==> src/rtl/mux_pkg.sv <==
// Shared constants and helpers for the N-input registered mux pipeline.
//   DefaultSize : default data width per operand
//   MaxInputs   : largest supported number of selectable inputs
//   sel_width() : select width for a given input count (never less than 1 bit)
package mux_pkg;

  localparam int unsigned DefaultSize = 32;
  localparam int unsigned MaxInputs   = 16;

  function automatic int unsigned sel_width(int unsigned n);
    return (n <= 1) ? 1 : $clog2(n);
  endfunction

endpackage

==> src/rtl/mux_n_input_pipe_if.sv <==
// Handshake bundle for mux_n_input_pipe.
//   Upstream side  : in_data (N_INPUTS x SIZE), sel, in_valid -> in_ready
//   Downstream side: out_data, out_err, out_valid -> out_ready
// master = producer/consumer environment, slave = the pipeline itself.
interface mux_n_input_pipe_if
  import mux_pkg::*;
#(
  parameter int unsigned SIZE     = DefaultSize,
  parameter int unsigned N_INPUTS = 3
);

  localparam int unsigned SEL_W = sel_width(N_INPUTS);

  logic [N_INPUTS-1:0][SIZE-1:0] in_data;
  logic [SEL_W-1:0]              sel;
  logic                          in_valid;
  logic                          in_ready;
  logic [SIZE-1:0]               out_data;
  logic                          out_err;
  logic                          out_valid;
  logic                          out_ready;

  modport master (
    output in_data, sel, in_valid, out_ready,
    input  in_ready, out_data, out_err, out_valid
  );

  modport slave (
    input  in_data, sel, in_valid, out_ready,
    output in_ready, out_data, out_err, out_valid
  );

endinterface

==> src/rtl/skid_buffer.sv <==
// Two-entry valid/ready buffer: an output register plus one skid entry.
//   clk_i, rst_ni          : clock, synchronous active-low reset
//   in_valid_i/in_data_i   : upstream item, accepted when in_ready_o is high
//   in_ready_o             : high whenever the skid entry is free (registered only)
//   out_valid_o/out_data_o : registered output item
//   out_ready_i            : downstream consumes the output item
module skid_buffer #(
  parameter int unsigned Width = 33
) (
  input  logic             clk_i,
  input  logic             rst_ni,
  input  logic             in_valid_i,
  input  logic [Width-1:0] in_data_i,
  output logic             in_ready_o,
  output logic             out_valid_o,
  output logic [Width-1:0] out_data_o,
  input  logic             out_ready_i
);

  logic [Width-1:0] out_data_q, out_data_d;
  logic [Width-1:0] skid_data_q, skid_data_d;
  logic             out_valid_q, out_valid_d;
  logic             skid_valid_q, skid_valid_d;
  logic             accept;
  logic             drain;

  // Ready depends only on state, so there is no path from out_ready_i or in_valid_i.
  assign in_ready_o  = ~skid_valid_q;
  assign out_valid_o = out_valid_q;
  assign out_data_o  = out_data_q;

  always_comb begin
    accept       = in_valid_i & ~skid_valid_q;
    drain        = out_valid_q & out_ready_i;
    out_data_d   = out_data_q;
    out_valid_d  = out_valid_q;
    skid_data_d  = skid_data_q;
    skid_valid_d = skid_valid_q;

    if (!out_valid_q || drain) begin
      if (skid_valid_q) begin
        // Oldest item lives in skid; it must leave first to keep order.
        out_data_d   = skid_data_q;
        out_valid_d  = 1'b1;
        skid_valid_d = 1'b0;
        if (accept) begin
          skid_data_d  = in_data_i;
          skid_valid_d = 1'b1;
        end
      end else if (accept) begin
        out_data_d  = in_data_i;
        out_valid_d = 1'b1;
      end else begin
        out_valid_d = 1'b0;
      end
    end else if (accept) begin
      // Output stalled: park the new item.
      skid_data_d  = in_data_i;
      skid_valid_d = 1'b1;
    end
  end

  always_ff @(posedge clk_i) begin
    if (!rst_ni) begin
      out_data_q   <= '0;
      out_valid_q  <= 1'b0;
      skid_data_q  <= '0;
      skid_valid_q <= 1'b0;
    end else begin
      out_data_q   <= out_data_d;
      out_valid_q  <= out_valid_d;
      skid_data_q  <= skid_data_d;
      skid_valid_q <= skid_valid_d;
    end
  end

endmodule

==> src/rtl/mux_n_input_pipe.sv <==
// Registered N-input mux with valid/ready flow control.
//   CLK, RESET_N : clock, synchronous active-low reset
//   bus (slave)  : in_data/sel/in_valid/in_ready upstream,
//                  out_data/out_err/out_valid/out_ready downstream
// An out-of-range sel yields in_data[0] tagged with out_err. N_INPUTS legal range 1..MaxInputs.
module mux_n_input_pipe
  import mux_pkg::*;
#(
  parameter int unsigned SIZE     = DefaultSize,
  parameter int unsigned N_INPUTS = 3
) (
  input logic                CLK,
  input logic                RESET_N,
  mux_n_input_pipe_if.slave  bus
);

  localparam int unsigned SEL_W = sel_width(N_INPUTS);

  logic [SIZE-1:0] sel_data;
  logic            sel_err;
  logic [SIZE:0]   skid_out;
  logic            skid_ready;
  logic            skid_out_valid;

  always_comb begin
    sel_data = bus.in_data[0];
    sel_err  = 1'b0;
    // With a single input sel is don't-care and no error is possible.
    if (N_INPUTS > 1) begin
      sel_err = 1'b1;
      for (int i = 0; i < int'(N_INPUTS); i++) begin
        if (int'(bus.sel) == i) begin
          sel_data = bus.in_data[i];
          sel_err  = 1'b0;
        end
      end
    end
  end

  skid_buffer #(
    .Width (SIZE + 1)
  ) u_skid (
    .clk_i       (CLK),
    .rst_ni      (RESET_N),
    .in_valid_i  (bus.in_valid),
    .in_data_i   ({sel_err, sel_data}),
    .in_ready_o  (skid_ready),
    .out_valid_o (skid_out_valid),
    .out_data_o  (skid_out),
    .out_ready_i (bus.out_ready)
  );

  // Ready is forced high while reset is asserted; state is cleared on that edge anyway.
  assign bus.in_ready  = skid_ready | ~RESET_N;
  assign bus.out_valid = skid_out_valid;
  assign bus.out_data  = skid_out[SIZE-1:0];
  assign bus.out_err   = skid_out[SIZE];

endmodule

==> src/flat_wrapper.sv <==
// flat-port wrapper written by rule: the top's interface ports become plain ports
module mux_n_input_pipe_flat import mux_pkg::*;
#(
  parameter int unsigned SIZE     = DefaultSize,
  parameter int unsigned N_INPUTS = 3
)
  (CLK, RESET_N, bus_in_data, bus_sel, bus_in_valid, bus_out_ready, bus_in_ready, bus_out_data, bus_out_err, bus_out_valid);
  mux_n_input_pipe_if #(.SIZE(SIZE), .N_INPUTS(N_INPUTS)) bus_i ();
  input logic CLK;
  input logic RESET_N;
  input wire logic [$bits(bus_i.in_data)-1:0] bus_in_data;
  input wire logic [$bits(bus_i.sel)-1:0] bus_sel;
  input wire logic [$bits(bus_i.in_valid)-1:0] bus_in_valid;
  input wire logic [$bits(bus_i.out_ready)-1:0] bus_out_ready;
  output wire logic [$bits(bus_i.in_ready)-1:0] bus_in_ready;
  output wire logic [$bits(bus_i.out_data)-1:0] bus_out_data;
  output wire logic [$bits(bus_i.out_err)-1:0] bus_out_err;
  output wire logic [$bits(bus_i.out_valid)-1:0] bus_out_valid;
  assign bus_i.in_data = bus_in_data;
  assign bus_i.sel = bus_sel;
  assign bus_i.in_valid = bus_in_valid;
  assign bus_i.out_ready = bus_out_ready;
  assign bus_in_ready = bus_i.in_ready;
  assign bus_out_data = bus_i.out_data;
  assign bus_out_err = bus_i.out_err;
  assign bus_out_valid = bus_i.out_valid;
  mux_n_input_pipe #(.SIZE(SIZE), .N_INPUTS(N_INPUTS)) u_core (.CLK(CLK), .RESET_N(RESET_N), .bus(bus_i));
endmodule
==> config.mk <==
export PLATFORM = sky130hd
export DESIGN_NAME = mux_n_input_pipe_flat
export DESIGN_NICKNAME = d
export VERILOG_FILES = /design/src/rtl/mux_pkg.sv /design/src/rtl/mux_n_input_pipe_if.sv /design/src/rtl/skid_buffer.sv /design/src/rtl/mux_n_input_pipe.sv /design/src/flat_wrapper.sv
export SDC_FILE = /design/constraint.sdc
export NUM_CORES = 1
export LEC_CHECK = 0
export ABC_AREA = 1
export BUFFER_PORTS_ARGS = -buffer_cell sky130_fd_sc_hd__buf_2
export CAP_MARGIN = 20
export CORE_MARGIN = 5
export CORE_UTILIZATION = 23
export CTS_CLUSTER_DIAMETER = 40
export DETAILED_ROUTE_END_ITERATION = 10
export GPL_ROUTABILITY_DRIVEN = 0
export PLACE_DENSITY = 0.54
export SETUP_SLACK_MARGIN = 0.3
export SYNTH_ARGS = -nofsm -noshare
export SYNTH_HDL_FRONTEND = slang
export SYNTH_SLANG_ARGS = --single-unit
==> constraint.sdc <==
create_clock -name CLK -period 1.9 [get_ports CLK]
set_clock_uncertainty 0.15 [all_clocks]
set_input_delay 0.19 -clock CLK [delete_from_list [all_inputs] [get_ports CLK]]
set_output_delay 0.19 -clock CLK [all_outputs]
set_load 0.005 [all_outputs]
# --- Yosys cells after proc, flatten, opt, wreduce, memory -nomap -nowiden ---
# Index checks and enable logic that the tools add are counted.
classes:
  n_eq_ne: 3
  n_mux: 15
  n_bitwise: 5
  n_reduce_logical: 6
ops:
  columns: ["op", "n"]
  rows:
  - ["$mux 33", 5]
  - ["$mux 32", 2]
  - ["$mux 1", 8]
  - ["$eq 2x2->1 const B", 2]
  - ["$reduce_bool 2->1", 2]
  - ["$and 1x1->1", 2]
  - ["$logic_not 2->1", 1]
  - ["$ne 2x2->1 const B", 1]
  - ["$not 1->1", 2]
  - ["$reduce_and 2->1", 1]
  - ["$logic_not 1->1", 1]
  - ["$logic_or 1x1->1", 1]
  - ["$or 1x1->1", 1]
word_totals:
  register_bits: 68
  word_cells: 33

# --- Longest topological paths before layout ---
depth:
  depth_word: 7
  ltp_mapped: 9

# --- By module ---
# A second synthesis with hierarchy kept.
hier_totals:
  cells_unflattened: 759
  area_unflattened_um2: 4237.8
modules_own_cells:
  columns: ["module", "instances", "cells_each", "area_each_um2", "seq_area_each_um2"]
  rows:
  - ["skid_buffer", 1, 510, 3169.3, 1361.3]
  - ["mux_n_input_pipe", 1, 249, 1068.5, 0.0]

# --- Worst setup path before layout ---
# OpenSTA, ideal clock, no wires.
synth_timing:
  kind: "register -> register"
  startpoint: "register u_core.u_skid.skid_valid_q"
  endpoint: "register u_core.u_skid.skid_data_q[10]"
  setup_time_ns: 0.113
  t_arrival_ns: 1.065
  required_time_ns: 1.637
  setup_slack_ns: 0.572
  path_stages_with_launch: 9
  synth_period_minus_slack_ns: 1.328
  path_cell_list: "dfxtp_1 buf_6 inv_4 nand2_2 nor2_8 inv_2 buf_6 o21ai_1 inv_1"
synth_via:
  elab_chain_cells: 5
  word_cells_on_any_way: 6
  cone_classes: "eq/ne: 1; mux: 3; bitwise: 2"
synth_rtl:
  columns: ["element", "line_no", "rtl"]
  rows:
  - ["start: declaration", "skid_buffer.sv:23", "logic skid_valid_q, skid_valid_d;"]
  - ["start signal: assignment", "skid_buffer.sv:73", "skid_valid_q <= skid_valid_d;"]
  - ["$not 1->1", "skid_buffer.sv:33", "accept = in_valid_i & ~skid_valid_q;"]
  - ["$and 1x1->1", "skid_buffer.sv:33", null]
  - ["$mux 33 (3 in series)", null, null]
  - ["end signal: assignment", "skid_buffer.sv:72", "skid_data_q <= skid_data_d;"]
  - ["end: declaration", "skid_buffer.sv:21", "logic [Width-1:0] skid_data_q, skid_data_d;"]
# Parallel ways exist; a longest one is shown, timed or not. The select of a mux whose other input is x is not followed.
# A chain may end at the register's enable or synchronous reset.

# --- Worst setup path after layout ---
layout_timing:
  startpoint: "register u_core.u_skid.skid_valid_q"
  endpoint: "output port bus_in_ready"
layout_via:
  elab_chain_cells: 2
layout_rtl:
  columns: ["element", "line_no", "rtl"]
  rows:
  - ["$not 1->1", "skid_buffer.sv:28", "assign in_ready_o = ~skid_valid_q;"]
  - ["$or 1x1->1", "mux_n_input_pipe.sv:54", "assign bus.in_ready = skid_ready | ~RESET_N;"]
  - ["end: declaration", "flat_wrapper.sv:15", "output wire logic [$bits(bus_i.in_ready)-1:0] bus_in_ready;"]
# No other way between the ends.

==> results.py <==
metrics = {
    "timing": {
        "tns_ns": 0,
        "period_minus_slack_ns": 1.52,
        "hold_viol_final": 0,
        "max_freq_ghz": 0.657,
        "fin_ws_ns": 0.377,
        "tightest_slew_ns": 0.607,
        "fin_hold_ws_ns": 0.0702,
        "fin_crit_sh_pct": 80.1,
        "grt_setup_unrepaired": "no",
        "slew_viol_final": 0,
        "setup_viol": 0,
        "maxSlewHeadroom_pct": 59.4,
    },
    "synthesis": {
        "ys_ff_latch": 68,
        "seq_area_frac_synth_pct": 36.1,
        "avgSynthCellArea_um2": 6.47,
        "yosys.area.top_type_share_pct": 36.1,
        "synth_top_area_cell": "dfxtp_1",
        "netlist_instances": 584,
        "synthesis.nets": 686,
        "yosysWarningCount": 0,
        "synth.area.top_cells": "dfxtp_1 36%, nand3_1 13%, nand2_1 9.3%",
        "mappedNetlistArea_um2": 3780,
        "synth_cell_type_count": 23,
    },
    "drt": {
        "wirelength_mm": 13.8,
        "wl_met1_mm": 6.52,
        "drt_iter0_drc": 300,
        "top_layer": "met4",
        "wl_met2_mm": 6.27,
        "dr_wl_met3_um": 839,
        "vias": 4170,
        "ant_nets": 0,
        "drtPass1Iterations": 5,
        "wl_per_cell_um": 14.7,
        "drc": 0,
        "viasPerCell": 4.46,
    },
    "global_route": {
        "grt_overflow": 0,
        "antenna_found_initial": 0,
        "grt_max_degree": 34,
        "grtUsageTotal_pct": 13.9,
        "grt_pass1_vias": 4070,
        "grt_pass1_wl_mm": 21.8,
    },
    "setup_path": {
        "startpoint": "u_core.u_skid.skid_valid_q$_SDFFE_PN0P_",
        "max_stage_delay_ns": 0.37,
        "r2r-end": "u_core.u_skid.skid_data_q[24]$_SDFFE_PN0P_",
        "reg2reg_slack_ns": 0.39,
        "reg2reg_depth": 9,
        "path_class": "register to output port",
        "crit_slowest_cell": "dfxtp_4",
        "worstPathArrival_ns": 1.18,
        "cp.required_ns": 1.56,
        "reg2reg_from": "u_core.u_skid.skid_valid_q$_SDFFE_PN0P_",
        "worst_setup_path_end_kind": "output port",
        "critical_path.max_fanout": 10,
        "worstPathCellList": "buf_12 -> buf_4 -> nand2_1 -> buf_2",
        "start_kind": "register",
        "crit_end": "bus_in_ready",
    },
    "die": {
        "num_rows": 46,
        "dieArea_um2": 19100,
        "start_util_pct": 23.6,
        "ios": 137,
        "core-area_um2": 16000,
        "die_y_um": 138,
        "chipWidth_um": 138,
    },
    "final_layout": {
        "final_common_cell": "buf_2",
        "fillers": 1824,
        "area_growth_pct": 35.6,
        "antennaDiodeCount": 0,
        "regArea_um2": 1370,
        "stdcell_area_um2": 5120,
        "fin_nets": 819,
        "final_util_pct": 32.0,
        "drive_above_1_share_pct": 27.4,
        "final_cell_mix": "136 x buf_2, 96 x nand3_1, 94 x nand2_1, 69 x a21oi_1, 67 x dfxtp_1",
        "multiInputGateArea_um2": 1890,
        "stdcell_count": 936,
    },
    "placed_design": {
        "portBuffers": 136,
        "dp_hpwl_mm": 9.34,
        "dp.cells": 909,
        "pre_cts_slack_ns": 0.144,
        "place_area_um2": 4590,
    },
    "clock_network": {
        "htree_levels": 3,
        "hold_buffers": 0,
        "cts_tree": "built",
        "cts_buffers": 9,
        "worstSkewPairLatency_ns": 0.32,
        "root_buffer": "clkbuf_16",
        "clock-sinks": 68,
        "cts.clk_slew.worst_paths_ns": 0.05,
        "cts_buffer_depth": 2,
    },
    "power_and_ir_drop": {
        "p_per_area_nw_per_um2": 793,
        "ir_worst_vdd_mv": 0.414,
        "leakage_nw": 2.80,
        "total_power_mw": 4.06,
    },
    "flow_run": {
        "max-cap-violations": 0,
    },
    "status": {
        "status": "complete, no violations",
    },
    "worst_hold_path": {
        "hold_path_class": "input pin to register",
        "min_from": "bus_in_data[17]",
    },
}
-- cell families (layout without fill, tap and decap cells) --
| family | Yosys count | count (layout) | synth area share, % |
|---|---|---|---|
| and+or+nand+nor | 264 | 265 | 30.6 |
| buffers and inverters | 116 | 250 | 15.2 |
| DFF | 68 | 68 | 36.1 |
| AOI/OAI and AO/OA | 136 | 137 | 18.1 |
-- state kept, by name (all words and copies together) (netlist names) --
name / cells
u_core.u_skid.out_data_o: 33
u_core.u_skid.skid_data_q: 33
u_core.u_skid.skid_valid_q: 1
u_core.u_skid.out_valid_o: 1
-- cells in the mapped netlist, drive strengths merged --
library cell   n
a21oi         69
buf           39
clkbuf         7
dfxtp         68
inv           70
nand2         98
nand3         96
nand3b         2
nand4          1
nor2          66
nor3           1
o21ai         67
-- routing by layer --
metal	GRT usage, %	vias up
met1	18.9	1877
met3	3.10	8
li1	-	2162
met4	3.64	0
met5	0	-
met2	22.3	123
-- what timing repair did --
item | CTS | global route
setup buffers | 0 | 9
pin swaps | 1 | 3
setup endpoints to repair | 46 | 65
gates resized for setup | 2 | 17
gates cloned | 0 | 4
-- cell type report --
| cell class | count | share of cell area (%) |
|---|---|---|
| clock buffer | 13 | 5.47 |
| multi-input combinational | 402 | 36.9 |
| clock inverter | 1 | 0.587 |
| tap | 216 | 5.28 |
| sequential | 68 | 26.7 |
| timing repair buffer | 166 | 19.7 |
| inverter | 70 | 5.33 |
-- report_power, final --
part | leakage [nW] | total, mW | internal (mW) | switching [mW]
Combinational | 2.08 | 0.758 | 0.316 | 0.442
Clock | 0.154 | 1.73 | 1.14 | 0.586
Sequential | 0.560 | 1.57 | 1.52 | 0.0477
-- worst max-delay path, delay by kind of cell, from the launching register on --
kind                   cells  cell delay (ns)
DFF                        1             0.37
and+or+nand+nor            1             0.07
buffers and inverters      3             0.43
-- how the worst min path moves through the flow --
stage	endpoint	slack, ns	depth (start not counted)
floorplan	u_core.u_skid.out_valid_o$_SDFFE_PN0N_	0.24	2
global placement	u_core.u_skid.skid_data_q[29]$_SDFFE_PN0P_	0.36	2
detailed placement	u_core.u_skid.skid_data_q[29]$_SDFFE_PN0P_	0.36	2
CTS	u_core.u_skid.skid_data_q[7]$_SDFFE_PN0P_	0.06	5
global route	u_core.u_skid.skid_data_q[17]$_SDFFE_PN0P_	0.08	5
finish	u_core.u_skid.skid_data_q[17]$_SDFFE_PN0P_	0.07	5
(Power assumes the default switching activity.)
